--- config.mk ---
export PLATFORM = sky130hd
export DESIGN_NAME = mem_access_stage
export DESIGN_NICKNAME = d
export VERILOG_FILES = /design/src/rtl/cpu_types_pkg.sv /design/src/rtl/link_reg.sv /design/src/rtl/mem_access_stage.sv
export SDC_FILE = /design/constraint.sdc
export NUM_CORES = 1
export LEC_CHECK = 0
export BUFFER_PORTS_ARGS = -buffer_cell sky130_fd_sc_hd__buf_2
export CORE_AREA = 2 2 187 189
export CTS_BUF_LIST = sky130_fd_sc_hd__clkbuf_2
export CTS_CLUSTER_DIAMETER = 50
export CTS_CLUSTER_SIZE = 25
export DETAILED_ROUTE_END_ITERATION = 7
export DIE_AREA = 0 0 189 191
export SETUP_SLACK_MARGIN = 0.2
export SLEW_MARGIN = 20
export SYNTH_ARGS = -nofsm -noshare
export SYNTH_HDL_FRONTEND = slang
export SYNTH_SLANG_ARGS = --single-unit
export TNS_END_PERCENT = 1
--- constraint.sdc ---
create_clock -name CLK -period 11.5 [get_ports CLK]
set_input_delay 0.575 -clock CLK [delete_from_list [all_inputs] [get_ports CLK]]
set_output_delay 0.575 -clock CLK [all_outputs]
set_load 0.05 [all_outputs]
--- src/rtl/cpu_types_pkg.sv ---
`default_nettype none
// ------------------------------------------------------------------
// cpu_types_pkg: shared word, mem-stage state and MEM/WB record types
// Rev 1.0
// ------------------------------------------------------------------
package cpu_types_pkg;

  typedef logic [31:0] word_t;

  typedef enum logic [1:0] {
    MS_IDLE = 2'd0,
    MS_WAIT = 2'd1,
    MS_DONE = 2'd2
  } mem_state_e;

  localparam logic [2:0] RDSEL_ALU  = 3'd0;
  localparam logic [2:0] RDSEL_LOAD = 3'd1;
  localparam logic [2:0] RDSEL_NPC  = 3'd2;
  localparam logic [2:0] RDSEL_IMM  = 3'd3;

  typedef struct packed {
    word_t       dload;
    word_t       port_out;
    word_t       npc;
    word_t       curr_pc;
    word_t       zeroExt;
    logic [4:0]  rd;
    logic        regWr;
    logic [2:0]  rdSel;
    logic        halt;
  } memwb_t;

endpackage
`default_nettype wire

--- src/rtl/link_reg.sv ---
`default_nettype none
// ------------------------------------------------------------------
// link_reg: LR/SC reservation register with word-granular matching
// Rev 1.0
// ------------------------------------------------------------------
module link_reg
  import cpu_types_pkg::*;
#(
  parameter int LINK_LSB = 2
) (
  input  logic  clk_i,
  input  logic  rst_i,
  input  logic  lr_done_i,
  input  logic  sc_clear_i,
  input  logic  st_hit_i,
  input  word_t addr_i,
  input  logic  snoop_valid_i,
  input  word_t snoop_addr_i,
  output logic  link_match_o
);

  localparam word_t TAG_MASK = ~word_t'((32'd1 << LINK_LSB) - 32'd1);

  logic  valid_q, valid_d;
  word_t addr_q, addr_d;

  function automatic logic tag_eq(input word_t a, input word_t b);
    return ((a ^ b) & TAG_MASK) == '0;
  endfunction

  assign link_match_o = valid_q && tag_eq(addr_q, addr_i);

  always_comb begin
    valid_d = valid_q;
    addr_d  = addr_q;
    if (lr_done_i) begin
      valid_d = 1'b1;
      addr_d  = addr_i;
    end
    if (sc_clear_i || (st_hit_i && tag_eq(addr_q, addr_i))) begin
      valid_d = 1'b0;
    end
    // Snoop is checked against the post-LR address so it wins a same-cycle set.
    if (snoop_valid_i && tag_eq(addr_d, snoop_addr_i)) begin
      valid_d = 1'b0;
    end
  end

  always_ff @(posedge clk_i or posedge rst_i) begin
    if (rst_i) begin
      valid_q <= 1'b0;
      addr_q  <= '0;
    end else begin
      valid_q <= valid_d;
      addr_q  <= addr_d;
    end
  end

endmodule
`default_nettype wire

--- src/rtl/mem_access_stage.sv ---
`default_nettype none
// ------------------------------------------------------------------
// mem_access_stage: memory stage, dcache handshake and MEM/WB register
// Rev 1.0
// ------------------------------------------------------------------
module mem_access_stage
  import cpu_types_pkg::*;
#(
  parameter int LINK_LSB = 2
) (
  input  logic        CLK,
  input  logic        RST,
  input  logic        en,
  input  logic        flush,
  input  logic        xm_dREN,
  input  logic        xm_dWEN,
  input  logic        xm_atomic,
  input  logic [31:0] xm_port_out,
  input  logic [31:0] xm_rdat2,
  input  logic [31:0] xm_npc,
  input  logic [31:0] xm_curr_pc,
  input  logic [31:0] xm_zeroExt,
  input  logic [4:0]  xm_rd,
  input  logic        xm_regWr,
  input  logic [2:0]  xm_rdSel,
  input  logic        xm_halt,
  input  logic        dhit,
  input  logic [31:0] dmemload,
  input  logic        ccinv,
  input  logic [31:0] ccsnoopaddr,
  output logic        dmemREN,
  output logic        dmemWEN,
  output logic [31:0] dmemaddr,
  output logic [31:0] dmemstore,
  output logic        mem_stall,
  output logic [31:0] wb_dload,
  output logic [31:0] wb_port_out,
  output logic [31:0] wb_npc,
  output logic [31:0] wb_curr_pc,
  output logic [31:0] wb_zeroExt,
  output logic [4:0]  wb_rd,
  output logic        wb_regWr,
  output logic [2:0]  wb_rdSel,
  output logic        wb_halt
);

  mem_state_e state_q, state_d;
  memwb_t     wb_q, wb_d;
  word_t      buf_q, buf_d;
  logic       req, capture, hit_done;
  logic       link_match, is_sc, sc_fail, mem_op;
  word_t      res;

  assign is_sc   = xm_dWEN & xm_atomic;
  assign sc_fail = is_sc & ~link_match;
  assign mem_op  = (xm_dREN | xm_dWEN) & ~xm_halt & ~sc_fail;
  assign res     = is_sc ? {31'b0, ~sc_fail} : dmemload;

  assign dmemREN   = req & xm_dREN & ~RST;
  assign dmemWEN   = req & xm_dWEN & ~RST;
  assign dmemaddr  = xm_port_out;
  assign dmemstore = xm_rdat2;

  link_reg #(
    .LINK_LSB (LINK_LSB)
  ) u_link (
    .clk_i         (CLK),
    .rst_i         (RST),
    .lr_done_i     (hit_done & xm_dREN & xm_atomic),
    .sc_clear_i    (is_sc & (hit_done | sc_fail)),
    .st_hit_i      (hit_done & xm_dWEN & ~xm_atomic),
    .addr_i        (xm_port_out),
    .snoop_valid_i (ccinv),
    .snoop_addr_i  (ccsnoopaddr),
    .link_match_o  (link_match)
  );

  always_comb begin
    state_d   = state_q;
    req       = 1'b0;
    mem_stall = 1'b0;
    capture   = 1'b0;
    hit_done  = 1'b0;
    case (state_q)
      MS_IDLE: begin
        if (mem_op) begin
          req = 1'b1;
          if (dhit) begin
            hit_done = 1'b1;
            if (!en) begin
              capture = 1'b1;
              state_d = MS_DONE;
            end
          end else begin
            mem_stall = 1'b1;
            state_d   = MS_WAIT;
          end
        end
      end
      MS_WAIT: begin
        req       = 1'b1;
        mem_stall = ~dhit;
        if (dhit) begin
          hit_done = 1'b1;
          if (en) begin
            state_d = MS_IDLE;
          end else begin
            capture = 1'b1;
            state_d = MS_DONE;
          end
        end
      end
      // Access already performed; hold off until the pipeline moves on.
      MS_DONE: begin
        if (en) begin
          state_d = MS_IDLE;
        end
      end
      default: state_d = MS_IDLE;
    endcase
  end

  assign buf_d = capture ? res : buf_q;

  always_comb begin
    wb_d = wb_q;
    if (flush) begin
      wb_d = '0;
    end else if (en && !mem_stall) begin
      wb_d.dload    = (state_q == MS_DONE) ? buf_q : (hit_done ? res : '0);
      wb_d.port_out = xm_port_out;
      wb_d.npc      = xm_npc;
      wb_d.curr_pc  = xm_curr_pc;
      wb_d.zeroExt  = xm_zeroExt;
      wb_d.rd       = xm_rd;
      wb_d.regWr    = xm_regWr;
      wb_d.rdSel    = xm_rdSel;
      wb_d.halt     = xm_halt;
    end
  end

  always_ff @(posedge CLK or posedge RST) begin
    if (RST) begin
      state_q <= MS_IDLE;
      buf_q   <= '0;
      wb_q    <= '0;
    end else begin
      state_q <= state_d;
      buf_q   <= buf_d;
      wb_q    <= wb_d;
    end
  end

  assign wb_dload    = wb_q.dload;
  assign wb_port_out = wb_q.port_out;
  assign wb_npc      = wb_q.npc;
  assign wb_curr_pc  = wb_q.curr_pc;
  assign wb_zeroExt  = wb_q.zeroExt;
  assign wb_rd       = wb_q.rd;
  assign wb_regWr    = wb_q.regWr;
  assign wb_rdSel    = wb_q.rdSel;
  assign wb_halt     = wb_q.halt;

endmodule
`default_nettype wire

==> summary.md, run 1 <==
| Metric | Value |
|---|---|
| Synth area leaders | `dfrtp_1, a22o_1, buf_4` |
| Footprint of the multi-input gates | `4040 sq um` |
| Worst min path class | `primary input to asynchronous set/reset pin` |
| Synth cell count leaders | `dfrtp_1, a22o_1, nand2_1` |
| Worst endpoint required time | `12.28 ns` |
| Worst-path clk slew | `0.24 ns` |
| Worst endpoint data arrival time | `5.35 ns` |
| Main synth FF type | `dfrtp_1` |
| Vias | `9639` |
| Post-Synthesis Cells | `roughly 940` |
| Pwr dens | `144 nW/um^2` |
| Final hold viol count | `0` |
| Yosys top cell area share | `54.6%` |
| Maximum fanout along the worst path | `33` |
| Yosys top cell by area | `dfrtp_1` |
| Sequential cell area | `5880 sq um` |
| TritonCTS clock tree | `done` |
| Final setup violation count | `0` |
| DR vias/cell | `5.01` |
| Count leader, synth | `dfrtp_1` |
| Endpoint class of the critical path | `register` |
| Post-synth cell types | `50` |
| Die area | `roughly 36000 sq um` |
| IO Port Bufs | `413` |
| Hpwl dp | `about 24 mm` |
| Routed WL | `36.1 mm` |
| Critical path type | `register to register` |
| Final Cycle Share | `between 30% and 40%` |
| Initial antenna violation count | `7` |
| Max-slew headroom | `27.1%` |
| Max Cap Viol | `0` |
| Setup repair after global routing missed its margin | `false` |
| Max Fclk | `219 MHz` |
| DP Area | `approximately 13000 sq um` |
| Wire per inst | `around 19 um` |
| Num rows | `68` |
| Vias in the first global route | `9668` |
| Worst setup path end | `u_link.valid_q` |
| All-Layer GR Usage | `around a fifth` |
| Worst-case vdd ir drop | `0.0000986 V` |
| Final antenna-violating net count | `0` |
| Slew @ Worst Pin | `1.09 ns` |
| Crit path time final | `4.57 ns` |
| R2r setup slk | `roughly 7 ns` |
| Clk Latency, worst-skew pair | `0.97 ns` |
| Clock skew | `0.122 ns` |
| Yosys reg bits | `235` |
| H-tree depth | `1` |
| R2R Path Start | `u_link.addr_q[31]` |
| Post-route setup slack | `6.93 ns` |
| Top Ports | `480` |
| Sink Count | `235` |
| GRT overflow | `0` |
| Post-CTS Setup Inserts | `0` |
| Mapped Avg Cell Area | `11.5 sq um` |
| RR Endpoint | `u_link.valid_q` |
| Layout fillers | `approximately 3200` |
| Yosys warns | `0` |
| Status | `complete, no violations` |
| Largest net degree at the start of global routing | `102` |
| Leak | `7.55 nW` |
| EDFF count, synth | `0` |
| Syn Std Cell Area | `10800 sq um` |
| Post-Place Cells | `1688` |
| CTS root buf | `clkbuf_2` |
| Synthesized Nets | `~1200` |
| Finished Cell Area | `15000 sq um` |
| First drt pass iteration count | `5` |
| Crit path from | `u_link.addr_q[31]` |
| Nets | `1686` |
| Final Non-Filler Cells | `1924` |
| Async SR Flop Fraction | `100%` |
| Worst r2r path cells | `10` |
| Syn-to-layout area delta | `39.5%` |
| GPL Wtd Cong | `0.846` |
| Final max-slew violation count | `0` |
| Setup Total Neg Slack | `0 ns` |
| Max clock buf depth | `3` |
| First-pass GRT wire length | `roughly 55 mm` |
| Std-Cell Core Area | `34100 sq um` |
| Die Wd | `approximately 190 um` |
| Die Y | `191 um` |
| Place WS | `6.73 ns` |
| Share of cells above drive strength 1 | `35.7%` |
| Worst setup SP type | `register` |
| TritonCTS Buffers | `30` |
| DR iter-0 viols | `572` |
| Register area share after synthesis | `54.6%` |
| Initial cell density of the core | `31.6%` |
| DRC viols | `0` |
==> worst min-delay path by stage <==
stage,from,endpoint,slack [ns],cells after the start
2_1_floorplan,buf_q[14],buf_q[14],0.45,2
3_3_place_gp,buf_q[7],buf_q[7],0.46,2
3_5_place_dp,wb_dload[9],wb_dload[9],0.47,1
4_1_cts,RST,wb_halt,0.14,3
5_1_grt,RST,wb_zeroExt[28],0.17,3
6_report,RST,buf_q[6],0.23,3
==> layout make-up <==
cell class | instances | share of cell area, %
Tap cell | 455 | 3.79
Clock inverter | 24 | 2.14
Sequential cell | 235 | 39.1
Multi-Input combinational cell | 551 | 26.9
Inverter | 20 | 0.549
Clock buffer | 32 | 1.07
Antenna cell | 2 | 0.0333
Timing Repair Buffer | 605 | 26.4
==> power by group <==
group	total [mW]	switching [mW]	leakage (nW)	internal (mW)
clock	0.569	0.366	0.268	0.203
combinational	0.597	0.371	4.17	0.226
sequential	1.00	0.0784	3.10	0.925
==> critical path: stages, from the launching register on <==
cell,delay (ns)
dfrtp_1,0.49
xor2_1,0.20
nor4_1,0.29
nand4_1,0.23
or4_4,0.70
o21ai_2,0.16
buf_4,0.41
mux2_2,0.41
a2111oi_0,0.73
a21oi_1,0.14
dlygate4sd3_1,0.60
==> per-stage QoR <==
stage | power [mW] | hold slack (ns) | util (%)
finish | 2.17 | 0.234 | 44.1
global route | 2.29 | 0.172 | 44.1
CTS | 2.19 | 0.142 | 43.9
detailed placement | 1.56 | 0.469 | 37.3
global placement | 1.56 | 0.463 | 37.3
floorplan | 1.43 | 0.451 | -
==> cell usage in the layout, fill, tap and decap left out, types with 4 or more instances in the layout <==
cell type      netlist  layout
inv_1               20      19
mux2_2              30      30
a32oi_1             31      31
o21ai_0             28      28
a22o_1             138     138
nor3_1              10      10
buf_2               21     413
buf_4               74      14
nor4_1              14      14
dfrtp_1            235     235
bufinv_16            0       4
nor2_1              17      17
inv_8                0       4
clkbuf_2             0      32
nand3_1              7       7
dlygate4sd3_1        0     177
nand4_1              8       8
a21oi_1             13      13
clkinvlp_4           0       5
nand2_1             80      79
o2bb2ai_1           37      37
or3_1                4       4
xor2_1              34      34
o22ai_1              9       9
inv_6                0       4
a31oi_1              6       6
and3_1               5       5
o21ai_1             11      11
xnor2_1             27      27
a22oi_1              7       7
==> state kept, by name, indices dropped and copies added (netlist names) <==
| register | flops |
|---|---|
| state_q | 2 |
| wb_regWr | 1 |
| wb_halt | 1 |
| u_link.valid_q | 1 |
| wb_npc | 32 |
| wb_rd | 5 |
| wb_curr_pc | 32 |
| wb_dload | 32 |
| wb_rdSel | 3 |
| wb_port_out | 32 |
| wb_zeroExt | 32 |
| buf_q | 32 |
| u_link.addr_q | 30 |
==> logic make-up (layout without fill, tap and decap cells) <==
group	count (synthesis)	after routing	share of synthesized area (%)
XOR/XNOR	61	61	4.96
other	0	2	0
AO/OA/AOI/OAI	297	297	21.8
multiplexers	33	33	3.41
buffers and inverters	151	681	8.15
AND/OR/NAND/NOR	160	160	7.07
flip-flops	235	235	54.6
==> routing by layer <==
metal / share of wire, % / GRT usage (%)
met2: 47 / 31.5
met3: 7.6 / 4.70
met4: 2.4 / 5.26
met1: 43 / 25.3
met5: 0.078 / 0.549
==> what timing repair did <==
action / in CTS / in global routing
hold buffers: 177 / 0
resized for setup: 0 / 0
endpoints found under the hold margin: 330 / 0
endpoints found under the setup margin: 0 / 0
(Power assumes the default switching activity.)
==> run 2, diff against run 1 <==
==> constraint.sdc (replaced) <==
create_clock -name CLK -period 4.6 [get_ports CLK]
set_input_delay 0.23 -clock CLK [delete_from_list [all_inputs] [get_ports CLK]]
set_output_delay 0.23 -clock CLK [all_outputs]
set_load 0.05 [all_outputs]
==> run 2 against run 1 <==
- the flow now stops in clock tree synthesis
- area after synthesis did not move
- synthesized cell count did not move
==> summary.md, run 2 <==
| Metric | Value |
|---|---|
| Status | `stopped before the end` |
| Fail Step | `clock tree synthesis` |
| Stop Error | `[ERROR RSZ-0060] Max buffer count reached.` |
| Yosys warns | `0 (unchanged)` |
| Count leader, synth | `dfrtp_1` |
| Post-CTS Setup Inserts | `0 (unchanged)` |
| H-tree depth | `1 (unchanged)` |
| Sink Count | `235 (unchanged)` |
| Top Ports | `480 (unchanged)` |
| Die Y | `191 um (unchanged)` |
| Max clock buf depth | `3 (unchanged)` |
| Synth area leaders | `dfrtp_1, a22o_1, buf_4` |
| TritonCTS Buffers | `29 (-3.3%)` |
| Mapped Avg Cell Area | `11.5 sq um (unchanged)` |
| Register area share after synthesis | `54.6% (unchanged)` |
| Cts-stage hold buffer count | `350 (+98%)` |
| Synthesized Nets | `1180 (unchanged)` |
| Synth cell count leaders | `dfrtp_1, a22o_1, nand2_1` |
| IO Port Bufs | `413 (unchanged)` |
| Syn Std Cell Area | `10800 sq um (unchanged)` |
| GPL Wtd Cong | `0.889 (+5.2%)` |
| Post-synth cell types | `50 (unchanged)` |
| Die Wd | `189 um (unchanged)` |
| Num rows | `68 (unchanged)` |
| EDFF count, synth | `0 (unchanged)` |
| Hpwl dp | `24.0 mm (about the same)` |
| Initial cell density of the core | `31.6% (unchanged)` |
| Async SR Flop Fraction | `100% (unchanged)` |
| Main synth FF type | `dfrtp_1` |
| Yosys top cell area share | `54.6% (unchanged)` |
| PostCTS Resize Cnt | `0 (unchanged)` |
| Post-Synthesis Cells | `937 (unchanged)` |
| CTS root buf | `clkbuf_2` |
| Yosys top cell by area | `dfrtp_1` |
| Yosys reg bits | `235 (unchanged)` |
==> run 2: cell counts after synthesis <==
Identical to the previous run, type by type.
==> run 2: per-stage QoR <==
stage | utilization (%) | cells | setup WS [ns] | area (sq um) | hold slack [ns]
2_1_floorplan | - | 937 | 1.29 | 10800 | 0.296
3_3_place_gp | 37.5 | 1689 | 1.27 | 12800 | 0.447
3_5_place_dp | 37.5 | 1689 | 1.27 | 12800 | 0.449
==> run 2: cells by family after synthesis <==
kind of cell / synth area share (%)
flops: 54.6
xor+xnor: 4.96
buf+inv: 8.15
mux: 3.41
simple gates: 7.07
compound gates: 21.8
==> run 3, diff against run 2 <==
--- a/config.mk
+++ b/config.mk
@@ -6,13 +6,10 @@
 export NUM_CORES = 1
 export LEC_CHECK = 0
 export BUFFER_PORTS_ARGS = -buffer_cell sky130_fd_sc_hd__buf_2
-export CORE_AREA = 2 2 187 189
-export CTS_BUF_LIST = sky130_fd_sc_hd__clkbuf_2
-export CTS_CLUSTER_DIAMETER = 50
-export CTS_CLUSTER_SIZE = 25
+export CORE_MARGIN = 2
+export CORE_UTILIZATION = 28
 export DETAILED_ROUTE_END_ITERATION = 7
-export DIE_AREA = 0 0 189 191
-export SETUP_SLACK_MARGIN = 0.2
+export PLACE_DENSITY_LB_ADDON = 0.15
 export SLEW_MARGIN = 20
 export SYNTH_ARGS = -nofsm -noshare
 export SYNTH_HDL_FRONTEND = slang
==> run 3 against run 2 <==
- the run now ends clean
==> summary.md, run 3 (synthesized netlist as in run 1, its figures left out) <==
| Metric | Value |
|---|---|
| GPL Wtd Cong | `0.829 (-6.7%)` |
| Endpoint class of the critical path | `output port` |
| Crit path time final | `roughly 3.5 ns` |
| Die Y | `200 um (+4.8%)` |
| First-pass GRT wire length | `58.3 mm` |
| Hpwl dp | `25.2 mm (+5.0%)` |
| Pwr dens | `slightly above 400 nW/um^2` |
| Footprint of the multi-input gates | `4040 sq um` |
| Worst endpoint required time | `roughly 4.4 ns` |
| Max Fclk | `284 MHz` |
| Vias in the first global route | `approximately 9600` |
| Leak | `7.70 nW` |
| Post-CTS Setup Inserts | `0 (unchanged)` |
| Std-Cell Core Area | `37800 sq um` |
| Final setup violation count | `0` |
| Wire per inst | `19.1 um` |
| Layout fillers | `3710` |
| Commonest non-fill, non-tap cell in the layout | `buf_2` |
| Syn-to-layout area delta | `43.7%` |
| Biggest cell delay along the critical path | `0.44 ns` |
| Max-slew headroom | `55.6%` |
| CP max stage cell | `dfrtp_1` |
| Share of cells above drive strength 1 | `35.7%` |
| Fin util | `41.0%` |
| Initial cell density of the core | `28.5% (-3.0 points)` |
| GRT overflow | `0` |
| DRC viols | `0` |
| Crit-path cells | `xor2_1 -> nor4_1 -> nand4_1 -> nor4_4 -> buf_4 -> o21a_1 -> nor2_1 -> or2_1 -> inv_1 -> buf_2` |
| Num rows | `71 (+4.4%)` |
| All-Layer GR Usage | `18.2%` |
| Routed WL | `between 30 and 40 mm` |
| Sequential cell area | `between 5000 and 6000 sq um` |
| DR vias/cell | `4.83` |
| Final Cycle Share | `between 70 and 80%` |
| Largest net degree at the start of global routing | `129` |
| Die area | `40100 sq um` |
| TritonCTS clock tree | `done` |
| Max Cap Viol | `0` |
| PostCTS Resize Cnt | `0 (unchanged)` |
| Final max-slew violation count | `0` |
| Critical path type | `register to output port` |
| Final hold viol count | `0` |
| Top Ports | `480 (unchanged)` |
| Maximum fanout along the worst path | `15` |
| Clock skew | `about 0.017 ns` |
| H-tree depth | `1 (unchanged)` |
| Worst setup SP type | `register` |
| First drt pass iteration count | `5` |
| Setup repair after global routing missed its margin | `false` |
| Status | `complete, no violations` |
| Nets | `1670` |
| Crit path from | `u_link.addr_q[25]` |
| Initial antenna violation count | `8` |
| Hold Slack | `between 0.04 and 0.05 ns` |
| Slew @ Worst Pin | `0.666 ns` |
| Worst endpoint data arrival time | `between 3 and 4 ns` |
| Worst-path clk slew | `about 0.06 ns` |
| TritonCTS Buffers | `28 (-3.4%)` |
| Worst-case vdd ir drop | `0.000274 V` |
| DR iter-0 viols | `between 600 and 700` |
| Max clock buf depth | `3 (unchanged)` |
| R2R Path Start | `u_link.addr_q[25]` |
| Clk Latency, worst-skew pair | `0.56 ns` |
| Sink Count | `235 (unchanged)` |
| Die Wd | `200 um (+5.9%)` |
| CTS root buf | `clkbuf_16` |
| Cts-stage hold buffer count | `160 (-54%)` |
| Setup Total Neg Slack | `0 ns` |
| Hold Crit Start | `xm_port_out[2]` |
| IO Port Bufs | `413 (unchanged)` |
| Worst min path class | `primary input to register` |
| Most frequent cells in the layout | `buf_2, dfrtp_1, dlygate4sd3_1, a22o_1, nand2_1` |
| Final antenna-violating net count | `0` |
| Vias | `9475` |
-- run 3: critical path: cells and delay by family (launching register included) --
family / cells / cell delay, ns
buf+inv: 3 / 0.70
compound gates: 1 / 0.16
flops: 1 / 0.44
xor+xnor: 1 / 0.17
simple gates: 5 / 1.27
-- run 3: final timing paths --
path / to / slack (ns) / cells after the start
min in group asynchronous: state_q[0] / 0.23 / 3
max in group asynchronous: u_link.addr_q[31] / 3.58 / 4
worst max register to register: u_link.valid_q / 1.18 / 10
worst min register to register: buf_q[1] / 0.48 / 2
worst max-delay path: mem_stall / 1.08 / 10
worst min-delay path: wb_port_out[2] / 0.05 / 2
-- run 3: report_power, final --
group / switching [mW] / internal, mW
sequential: 0.193 / 2.32
combinational: 0.932 / 0.562
clock: 0.909 / 1.38
total: 2.03 / 4.26
-- run 3: per-stage QoR --
step	cells	power, mW	cell area (sq um)	setup slack [ns]
after CTS	1957	6.39	15400	1.07
after floorplan	937	3.57	10800	1.29
after detailed placement	1746	3.93	12900	1.19
after global routing	1962	6.62	15500	0.939
final	1963	6.30	15500	1.08
after global placement	1746	3.92	12900	1.16
-- run 3: metal layers --
| layer | global-route usage, % | vias to the layer above | wire [um] | share of wire, % |
|---|---|---|---|---|
| met3 | 4.88 | 70 | 2450 | 6.5 |
| li1 | - | 4398 | - | - |
| met4 | 4.96 | 10 | 983 | 2.6 |
| met1 | 23.9 | 4669 | 16300 | 43 |
| met5 | 0 | - | 57 | 0.15 |
| met2 | 29.8 | 328 | 17700 | 47 |
-- run 3: cell type report --
| class | count | area share [%] |
|---|---|---|
| Multi-Input combinational cell | 551 | 26.1 |
| Clock buffer | 39 | 5.19 |
| Inverter | 20 | 0.509 |
| Antenna cell | 4 | 0.0646 |
| Timing Repair Buffer | 591 | 25.1 |
| Clock inverter | 12 | 0.953 |
| Sequential cell | 235 | 38.0 |
| Tap cell | 511 | 4.13 |
